--- src/rtl/fdiv_iter_if.sv ---
// Valid/ready request/response bundle for the iterative FP32 divider.
// The flags field exists only when FDIV_ITER_IEEE_EN is defined.
interface fdiv_iter_if #(
  parameter int TAG_W = 5
);
  logic             in_valid;
  logic             in_ready;
  logic [31:0]      x1;
  logic [31:0]      x2;
  logic [TAG_W-1:0] in_tag;
  logic             out_valid;
  logic             out_ready;
  logic [31:0]      y;
  logic [TAG_W-1:0] out_tag;
`ifdef FDIV_ITER_IEEE_EN
  logic [2:0]       flags;

  modport master (
    output in_valid, x1, x2, in_tag, out_ready,
    input  in_ready, out_valid, y, out_tag, flags
  );
  modport slave (
    input  in_valid, x1, x2, in_tag, out_ready,
    output in_ready, out_valid, y, out_tag, flags
  );
`else
  modport master (
    output in_valid, x1, x2, in_tag, out_ready,
    input  in_ready, out_valid, y, out_tag
  );
  modport slave (
    input  in_valid, x1, x2, in_tag, out_ready,
    output in_ready, out_valid, y, out_tag
  );
`endif
endinterface

--- src/rtl/fdiv_iter.sv ---
// Multi-cycle FP32 divider: restoring long division, RADIX_LOG2 quotient bits per clock.
// Define FDIV_ITER_IEEE_EN for NaN/inf handling and the {invalid,divzero,overflow} flags.
module fdiv_iter #(
  parameter int RADIX_LOG2 = 1,
  parameter int TAG_W      = 5
) (
  input  logic       clk,
  input  logic       rstn,
  fdiv_iter_if.slave bus
);
  localparam int         N    = 48 / RADIX_LOG2;
  localparam logic [5:0] LAST = 6'(N - 1);

  localparam logic [1:0] S_IDLE = 2'd0;
  localparam logic [1:0] S_DIV  = 2'd1;
  localparam logic [1:0] S_NORM = 2'd2;
  localparam logic [1:0] S_DONE = 2'd3;

  localparam logic [1:0] SP_NONE = 2'd0;
  localparam logic [1:0] SP_ZERO = 2'd1;
  localparam logic [1:0] SP_INF  = 2'd2;
  localparam logic [1:0] SP_NAN  = 2'd3;

  logic [1:0]       state_q, state_d;
  logic [5:0]       cnt_q, cnt_d;
  logic             phase_q, phase_d;
  logic             sign_q, sign_d;
  logic [7:0]       ee1_q, ee1_d, ee2_q, ee2_d;
  logic [23:0]      m2_q, m2_d;
  logic [47:0]      dvd_q, dvd_d, rem_q, rem_d, quo_q, quo_d;
  logic [1:0]       sp_q, sp_d;
  logic [TAG_W-1:0] tag_q, tag_d;
  logic [31:0]      y_q, y_d;
`ifdef FDIV_ITER_IEEE_EN
  logic [2:0]       spf_q, spf_d, flags_q, flags_d;
`endif

  // Operand classification, evaluated on the accept cycle only.
  logic [7:0] e1, e2;
  logic       z1, z2;
  logic [1:0] sp_in;
`ifdef FDIV_ITER_IEEE_EN
  logic       i1, i2, n1, n2;
  logic [2:0] spf_in;
`endif
  always_comb begin
    e1    = bus.x1[30:23];
    e2    = bus.x2[30:23];
    z1    = (bus.x1[30:0] == 31'd0);
    z2    = (bus.x2[30:0] == 31'd0);
    sp_in = SP_NONE;
`ifdef FDIV_ITER_IEEE_EN
    i1     = (e1 == 8'hFF) && (bus.x1[22:0] == 23'd0);
    i2     = (e2 == 8'hFF) && (bus.x2[22:0] == 23'd0);
    n1     = (e1 == 8'hFF) && (bus.x1[22:0] != 23'd0);
    n2     = (e2 == 8'hFF) && (bus.x2[22:0] != 23'd0);
    spf_in = 3'b000;
    if (n1 || n2 || (z1 && z2) || (i1 && i2)) begin
      sp_in  = SP_NAN;
      spf_in = 3'b100;
    end else if (z2) begin
      sp_in  = SP_INF;
      spf_in = i1 ? 3'b000 : 3'b010;
    end else if (i1) begin
      sp_in = SP_INF;
    end else if (i2 || z1) begin
      sp_in = SP_ZERO;
    end
`else
    if (z2)      sp_in = SP_INF;
    else if (z1) sp_in = SP_ZERO;
`endif
  end

  // NOTE: blocking assignments are correct here -- each chained step must see the previous
  // step's remainder within the same cycle; registers themselves only change in always_ff.
  logic [47:0] step_rem, step_dvd, step_quo;
  always_comb begin
    step_rem = rem_q;
    step_dvd = dvd_q;
    step_quo = quo_q;
    for (int k = 0; k < RADIX_LOG2; k++) begin
      step_rem = {step_rem[46:0], step_dvd[47]};
      step_dvd = {step_dvd[46:0], 1'b0};
      step_quo = {step_quo[46:0], 1'b0};
      if (step_rem >= {24'd0, m2_q}) begin
        step_rem    = step_rem - {24'd0, m2_q};
        step_quo[0] = 1'b1;
      end
    end
  end

  logic rnd;
  assign rnd = ({rem_q, 1'b0} >= {25'd0, m2_q});

  // Packing of the rounded quotient held in quo_q during the second NORM cycle.
  logic [5:0]        lead;
  logic signed [9:0] e_crude;
  logic [22:0]       frac23;
  logic [9:0]        den_sh;
  logic [31:0]       pack_y, fin_y;
  logic              pack_ovf;
  always_comb begin
    lead = 6'd0;
    for (int i = 0; i < 48; i++) begin
      if (quo_q[i]) lead = 6'(i);
    end
    e_crude  = $signed({2'b00, ee1_q}) - $signed({2'b00, ee2_q})
             + $signed({4'b0000, lead}) + 10'sd103;
    frac23   = 23'((quo_q << (6'd47 - lead)) >> 24);
    den_sh   = 10'(10'sd1 - e_crude);
    pack_ovf = 1'b0;
    if (e_crude >= 10'sd255) begin
      pack_y   = {sign_q, 8'hFF, 23'd0};
      pack_ovf = 1'b1;
    end else if (e_crude >= 10'sd1) begin
      pack_y = {sign_q, e_crude[7:0], frac23};
    end else if (den_sh >= 10'd24) begin
      pack_y = {sign_q, 31'd0};
    end else begin
      pack_y = {sign_q, 8'd0, 23'({1'b1, frac23} >> den_sh[4:0])};
    end
    case (sp_q)
      SP_ZERO: fin_y = {sign_q, 31'd0};
      SP_INF:  fin_y = {sign_q, 8'hFF, 23'd0};
      SP_NAN:  fin_y = 32'h7FC0_0000;
      default: fin_y = pack_y;
    endcase
  end

  // NOTE: every next-state signal takes its hold value first, so no branch can infer a latch.
  always_comb begin
    state_d = state_q;
    cnt_d   = cnt_q;
    phase_d = phase_q;
    sign_d  = sign_q;
    ee1_d   = ee1_q;
    ee2_d   = ee2_q;
    m2_d    = m2_q;
    dvd_d   = dvd_q;
    rem_d   = rem_q;
    quo_d   = quo_q;
    sp_d    = sp_q;
    tag_d   = tag_q;
    y_d     = y_q;
`ifdef FDIV_ITER_IEEE_EN
    spf_d   = spf_q;
    flags_d = flags_q;
`endif
    case (state_q)
      S_IDLE: begin
        if (bus.in_valid) begin
          state_d = S_DIV;
          cnt_d   = 6'd0;
          phase_d = 1'b0;
          sign_d  = bus.x1[31] ^ bus.x2[31];
          ee1_d   = (e1 == 8'd0) ? 8'd1 : e1;
          ee2_d   = (e2 == 8'd0) ? 8'd1 : e2;
          m2_d    = {e2 != 8'd0, bus.x2[22:0]};
          dvd_d   = {e1 != 8'd0, bus.x1[22:0], 24'd0};
          rem_d   = 48'd0;
          quo_d   = 48'd0;
          sp_d    = sp_in;
          tag_d   = bus.in_tag;
`ifdef FDIV_ITER_IEEE_EN
          spf_d   = spf_in;
`endif
        end
      end
      S_DIV: begin
        rem_d = step_rem;
        dvd_d = step_dvd;
        quo_d = step_quo;
        cnt_d = cnt_q + 6'd1;
        if (cnt_q == LAST) state_d = S_NORM;
      end
      S_NORM: begin
        if (!phase_q) begin
          quo_d   = quo_q + {47'd0, rnd};
          phase_d = 1'b1;
        end else begin
          y_d     = fin_y;
`ifdef FDIV_ITER_IEEE_EN
          flags_d = (sp_q == SP_NONE) ? {2'b00, pack_ovf} : spf_q;
`endif
          state_d = S_DONE;
        end
      end
      S_DONE: begin
        if (bus.out_ready) state_d = S_IDLE;
      end
      default: state_d = S_IDLE;
    endcase
  end

  // NOTE: datapath registers are reset too, so a reset abandons the division and leaves
  // nothing of it visible on y/out_tag.
  always_ff @(posedge clk or negedge rstn) begin
    if (!rstn) begin
      state_q <= S_IDLE;
      cnt_q   <= 6'd0;
      phase_q <= 1'b0;
      sign_q  <= 1'b0;
      ee1_q   <= 8'd0;
      ee2_q   <= 8'd0;
      m2_q    <= 24'd0;
      dvd_q   <= 48'd0;
      rem_q   <= 48'd0;
      quo_q   <= 48'd0;
      sp_q    <= SP_NONE;
      tag_q   <= '0;
      y_q     <= 32'd0;
`ifdef FDIV_ITER_IEEE_EN
      spf_q   <= 3'b000;
      flags_q <= 3'b000;
`endif
    end else begin
      state_q <= state_d;
      cnt_q   <= cnt_d;
      phase_q <= phase_d;
      sign_q  <= sign_d;
      ee1_q   <= ee1_d;
      ee2_q   <= ee2_d;
      m2_q    <= m2_d;
      dvd_q   <= dvd_d;
      rem_q   <= rem_d;
      quo_q   <= quo_d;
      sp_q    <= sp_d;
      tag_q   <= tag_d;
      y_q     <= y_d;
`ifdef FDIV_ITER_IEEE_EN
      spf_q   <= spf_d;
      flags_q <= flags_d;
`endif
    end
  end

  assign bus.in_ready  = (state_q == S_IDLE);
  assign bus.out_valid = (state_q == S_DONE);
  assign bus.y         = y_q;
  assign bus.out_tag   = tag_q;
`ifdef FDIV_ITER_IEEE_EN
  assign bus.flags     = flags_q;
`endif
endmodule

--- src/flat_wrapper.sv ---
// flat-port wrapper written by rule: the top's interface ports become plain ports
module fdiv_iter_flat 
#(
  parameter int RADIX_LOG2 = 1,
  parameter int TAG_W      = 5
)
  (clk, rstn, bus_in_valid, bus_x1, bus_x2, bus_in_tag, bus_out_ready, bus_in_ready, bus_out_valid, bus_y, bus_out_tag);
  fdiv_iter_if #(.TAG_W(TAG_W)) bus_i ();
  input  logic clk;
  input  logic rstn;
  input wire logic [$bits(bus_i.in_valid)-1:0] bus_in_valid;
  input wire logic [$bits(bus_i.x1)-1:0] bus_x1;
  input wire logic [$bits(bus_i.x2)-1:0] bus_x2;
  input wire logic [$bits(bus_i.in_tag)-1:0] bus_in_tag;
  input wire logic [$bits(bus_i.out_ready)-1:0] bus_out_ready;
  output wire logic [$bits(bus_i.in_ready)-1:0] bus_in_ready;
  output wire logic [$bits(bus_i.out_valid)-1:0] bus_out_valid;
  output wire logic [$bits(bus_i.y)-1:0] bus_y;
  output wire logic [$bits(bus_i.out_tag)-1:0] bus_out_tag;
  assign bus_i.in_valid = bus_in_valid;
  assign bus_i.x1 = bus_x1;
  assign bus_i.x2 = bus_x2;
  assign bus_i.in_tag = bus_in_tag;
  assign bus_i.out_ready = bus_out_ready;
  assign bus_in_ready = bus_i.in_ready;
  assign bus_out_valid = bus_i.out_valid;
  assign bus_y = bus_i.y;
  assign bus_out_tag = bus_i.out_tag;
  fdiv_iter #(.RADIX_LOG2(RADIX_LOG2), .TAG_W(TAG_W)) u_core (.clk(clk), .rstn(rstn), .bus(bus_i));
endmodule
--- config.mk ---
export PLATFORM = sky130hd
export DESIGN_NAME = fdiv_iter_flat
export DESIGN_NICKNAME = d
export VERILOG_FILES = /design/src/rtl/fdiv_iter_if.sv /design/src/rtl/fdiv_iter.sv /design/src/flat_wrapper.sv
export SDC_FILE = /design/constraint.sdc
export NUM_CORES = 1
export LEC_CHECK = 0
export ABC_AREA = 0
export CAP_MARGIN = 20
export CORE_MARGIN = 4
export CORE_UTILIZATION = 30
export CTS_BUF_LIST = sky130_fd_sc_hd__clkbuf_16
export CTS_CLUSTER_SIZE = 24
export DETAILED_ROUTE_END_ITERATION = 8
export DONT_BUFFER_PORTS = 1
export PLACE_DENSITY_LB_ADDON = 0.12
export SYNTH_ARGS = -nofsm -noshare
export SYNTH_HDL_FRONTEND = slang
export SYNTH_SLANG_ARGS = --single-unit
export TNS_END_PERCENT = 50
--- constraint.sdc ---
create_clock -name clk -period 5.4 [get_ports clk]
set_input_delay 0.54 -clock clk [delete_from_list [all_inputs] [get_ports clk]]
set_output_delay 0.54 -clock clk [all_outputs]
set_load 0.01 [all_outputs]
==> qor.csv <==
metric,value,unit
grt_max_degree,210,
netlist_instances,2305,
wl_per_cell,22.2,um
fin_nets,2513,
synth.area.top_cells,"dfrtp_1, o21ai_0, nand2_1",
num_vias,18500,
skew,0.0121,ns
place.gp.congestion,0.929,
diodes,0,
start_util,0.303,
antenna_found_initial,0,
fin_setup_tns,0,ns
die_area,63800,um^2
die_h,253,um
rows,89,
via_per_inst,5.84,
synth_top_area_cell,dfrtp_1,
violations,negative hold slack,
drc,0,
slew_violations,0,
area_growth,16.9,%
rsz0062_at_grt,no,
cts.sinks,209,
cts.reportedPaths.clkPinSlew,0.07,ns
die_w,253,um
ant_nets,0,
h-tree-depth,1,
cts_setup_buffers,0,
cts_buffers,28,
io_buffers,0,
slowest_stage,or4_4,
max_freq,195,MHz
syn-mean-instance-area,7.78,um^2
finalWirelength,70.4,mm
yosys_warnings,0,
ys_seq_area_frac,0.292,
grt_pass1_vias,18100,
crit_start,u_core.quo_q[39]$_DFFE_PN0P_,
hp-class,in2async,
ctsLongestPathBuffers,3,
drive_gt1_frac,0.171,
clock_latency,0.58,ns
ys_ff_latch,209,
status,"finished, violations left",
worstPathArrival,5.63,ns
period_share,0.949,
criticalPathCategory,reg2reg,
synth_edf_count,0,
grt-ovfl-total,0,
start_kind,register,
core,59100,um^2
syn_area,17900,um^2
grt_use_total,0.214,
critPathBufInv,5,
setup_violations,0,
drt_iter0_markers,1513,
grt_pass1_wl,110,mm
ys_types,95,
synth_fp_nets,2434,
r2r-start,u_core.quo_q[39]$_DFFE_PN0P_,
crit_family,compound AO/OA/AOI/OAI gates,
relSlewSlack,0.137,
cts_tree,yes,
hpwlAfterDp,52.4,mm
synth_top_flop_cell,dfrtp_1,
async_flop_share,1.00,
first_pass_iters,6,
critPathCaptureType,register,
cts_root_buffer,clkbuf_16,
hold_violations,17,
min_period,5.13,ns
synth_top_cell_area_share,0.292,
crit_path_max_incr_delay,0.57,ns
ios,112,
ff2ff_setup_slack,0.27,ns
crit_fanout,11,
drv_cap,0,
holdWs,-0.0752,ns
required,5.90,ns
worst_slew_pin_slew,1.30,ns
==> cell families (layout without fill, tap and decap cells) <==
| group | count (synthesis) | in the layout | share of synthesized area |
|---|---|---|---|
| AO/OA/AOI/OAI | 804 | 804 | 0.295 |
| XOR/XNOR | 66 | 66 | 0.0322 |
| flip-flops | 209 | 209 | 0.292 |
| multiplexers | 121 | 121 | 0.0715 |
| buffers and inverters | 284 | 382 | 0.0657 |
| adder cells (fa/ha/maj) | 56 | 56 | 0.0403 |
| AND/OR/NAND/NOR | 765 | 765 | 0.204 |
==> cell type report <==
cell class                 instances  area, um^2
clock inverter                    20         144
tap                              773         967
clock buffer                      29         726
sequential                       209        5230
timing repair buffer             232        1800
multi-input combinational       1812       11700
fill                            6197       38200
inverter                         101         379
==> placed cells by master, fill, tap and decap left out, drive strengths merged, types with 14 or more instances in the layout <==
master  Yosys  routed
nor2      166     166
nand2b     15      15
xnor2      39      39
o211a      15      15
and2       14      14
a21oi     149     149
buf        61     232
nor3       82      82
a32oi      31      31
mux2i      67      67
nand3      76      76
a22oi      22      22
clkbuf    122      29
o31ai      29      29
a21o       22      22
a221oi     17      17
clkinv      2      16
o22ai      48      48
o21ai     258     258
ha         53      53
or2        14      14
mux2       54      54
nand2     256     256
o221ai     14      14
inv        99     103
nor4       59      59
o211ai     26      26
or3        16      16
xor2       27      27
a211oi     18      18
dfrtp     209     209
a31oi      34      34
==> path summary, 6_finish.rpt <==
path,to,cells past startpoint
worst min register to register,u_core.dvd_q[39]$_DFFE_PN0P_,2
min in group clk,u_core.dvd_q[24]$_DFFE_PN0P_,1
worst max-delay path,u_core.bus.y[0]$_DFFE_PN0P_,25
worst min-delay path,u_core.quo_q[34]$_DFFE_PN0P_,1
max in group asynchronous,u_core.bus.y[7]$_DFFE_PN0P_,1
worst max register to register,u_core.bus.y[0]$_DFFE_PN0P_,25
==> repair_timing <==
item,in CTS,in global routing
pin swaps,0,7
hold buffers,1,0
endpoints found under the setup margin,1,32
cloned,0,0
hold endpoints to repair,209,0
gates resized for setup,1,26
==> worst reg2reg max path: cells and delay by family, from the launching register on <==
kind	cells	cell delay [ns]
AOI/OAI and AO/OA	11	1.92
adders and majority gates	2	0.44
buffers and inverters	5	0.63
DFF	1	0.38
and+or+nand+nor	7	1.70
==> through the flow <==
stage / worst slack, ns / area [um^2] / utilization / hold slack, ns / std cells
floorplan: 0.0130 / 18000 / - / 0.244 / 2305
finish: 0.273 / 21000 / 0.354 / -0.0752 / 3176
CTS: 0.0654 / 20900 / 0.353 / 0.0703 / 3176
detailed placement: 0.0269 / 20000 / 0.338 / 0.262 / 3126
global placement: 0.130 / 20000 / 0.338 / 0.255 / 3126
global route: 0.0116 / 21000 / 0.354 / 0.0744 / 3176
==> state kept, by name, indices dropped and copies added (netlist names) <==
register / cells
u_core.quo_q: 48
u_core.rem_q: 48
u_core.bus.y: 32
u_core.dvd_q: 24
u_core.m2_q: 24
u_core.ee1_q: 8
u_core.ee2_q: 8
u_core.cnt_q: 6
u_core.bus.out_tag: 5
u_core.sp_q: 2
u_core.state_q: 2
u_core.phase_q: 1
u_core.sign_q: 1
==> synth_stat cells (12+ instances only) <==
cell type	instances
and2_1	14
or4_1	13
buf_1	12
o21ai_1	16
clkbuf_1	122
nand3_1	76
ha_1	53
o211a_1	15
xor2_1	27
o31ai_1	26
buf_2	36
inv_1	95
o221ai_1	14
or3_1	16
a31oi_1	33
mux2i_1	66
nand2b_1	15
nand2_1	256
and3_1	13
nor2b_1	13
dfrtp_1	209
a32oi_1	31
a22oi_1	22
a21oi_1	147
o22ai_1	48
nor3_1	77
nor2_1	162
a211oi_1	17
o21ai_0	242
mux2_2	54
a21o_1	22
o211ai_1	26
a221oi_1	16
xnor2_1	39
nand4_1	13
nor4_1	55
==> layer usage <==
metal / wire [um] / part of all wire / global-route usage / up-vias
li1: - / - / - / 8719
met2: 32200 / 0.46 / 0.349 / 621
met4: 2120 / 0.030 / 0.0574 / 0
met1: 31500 / 0.45 / 0.293 / 9074
met3: 4620 / 0.066 / 0.0402 / 131
met5: 0 / 0 / 0 / -
Power is not shown: default switching activity piles up to over one toggle a cycle in this logic, so the estimate is an artifact.
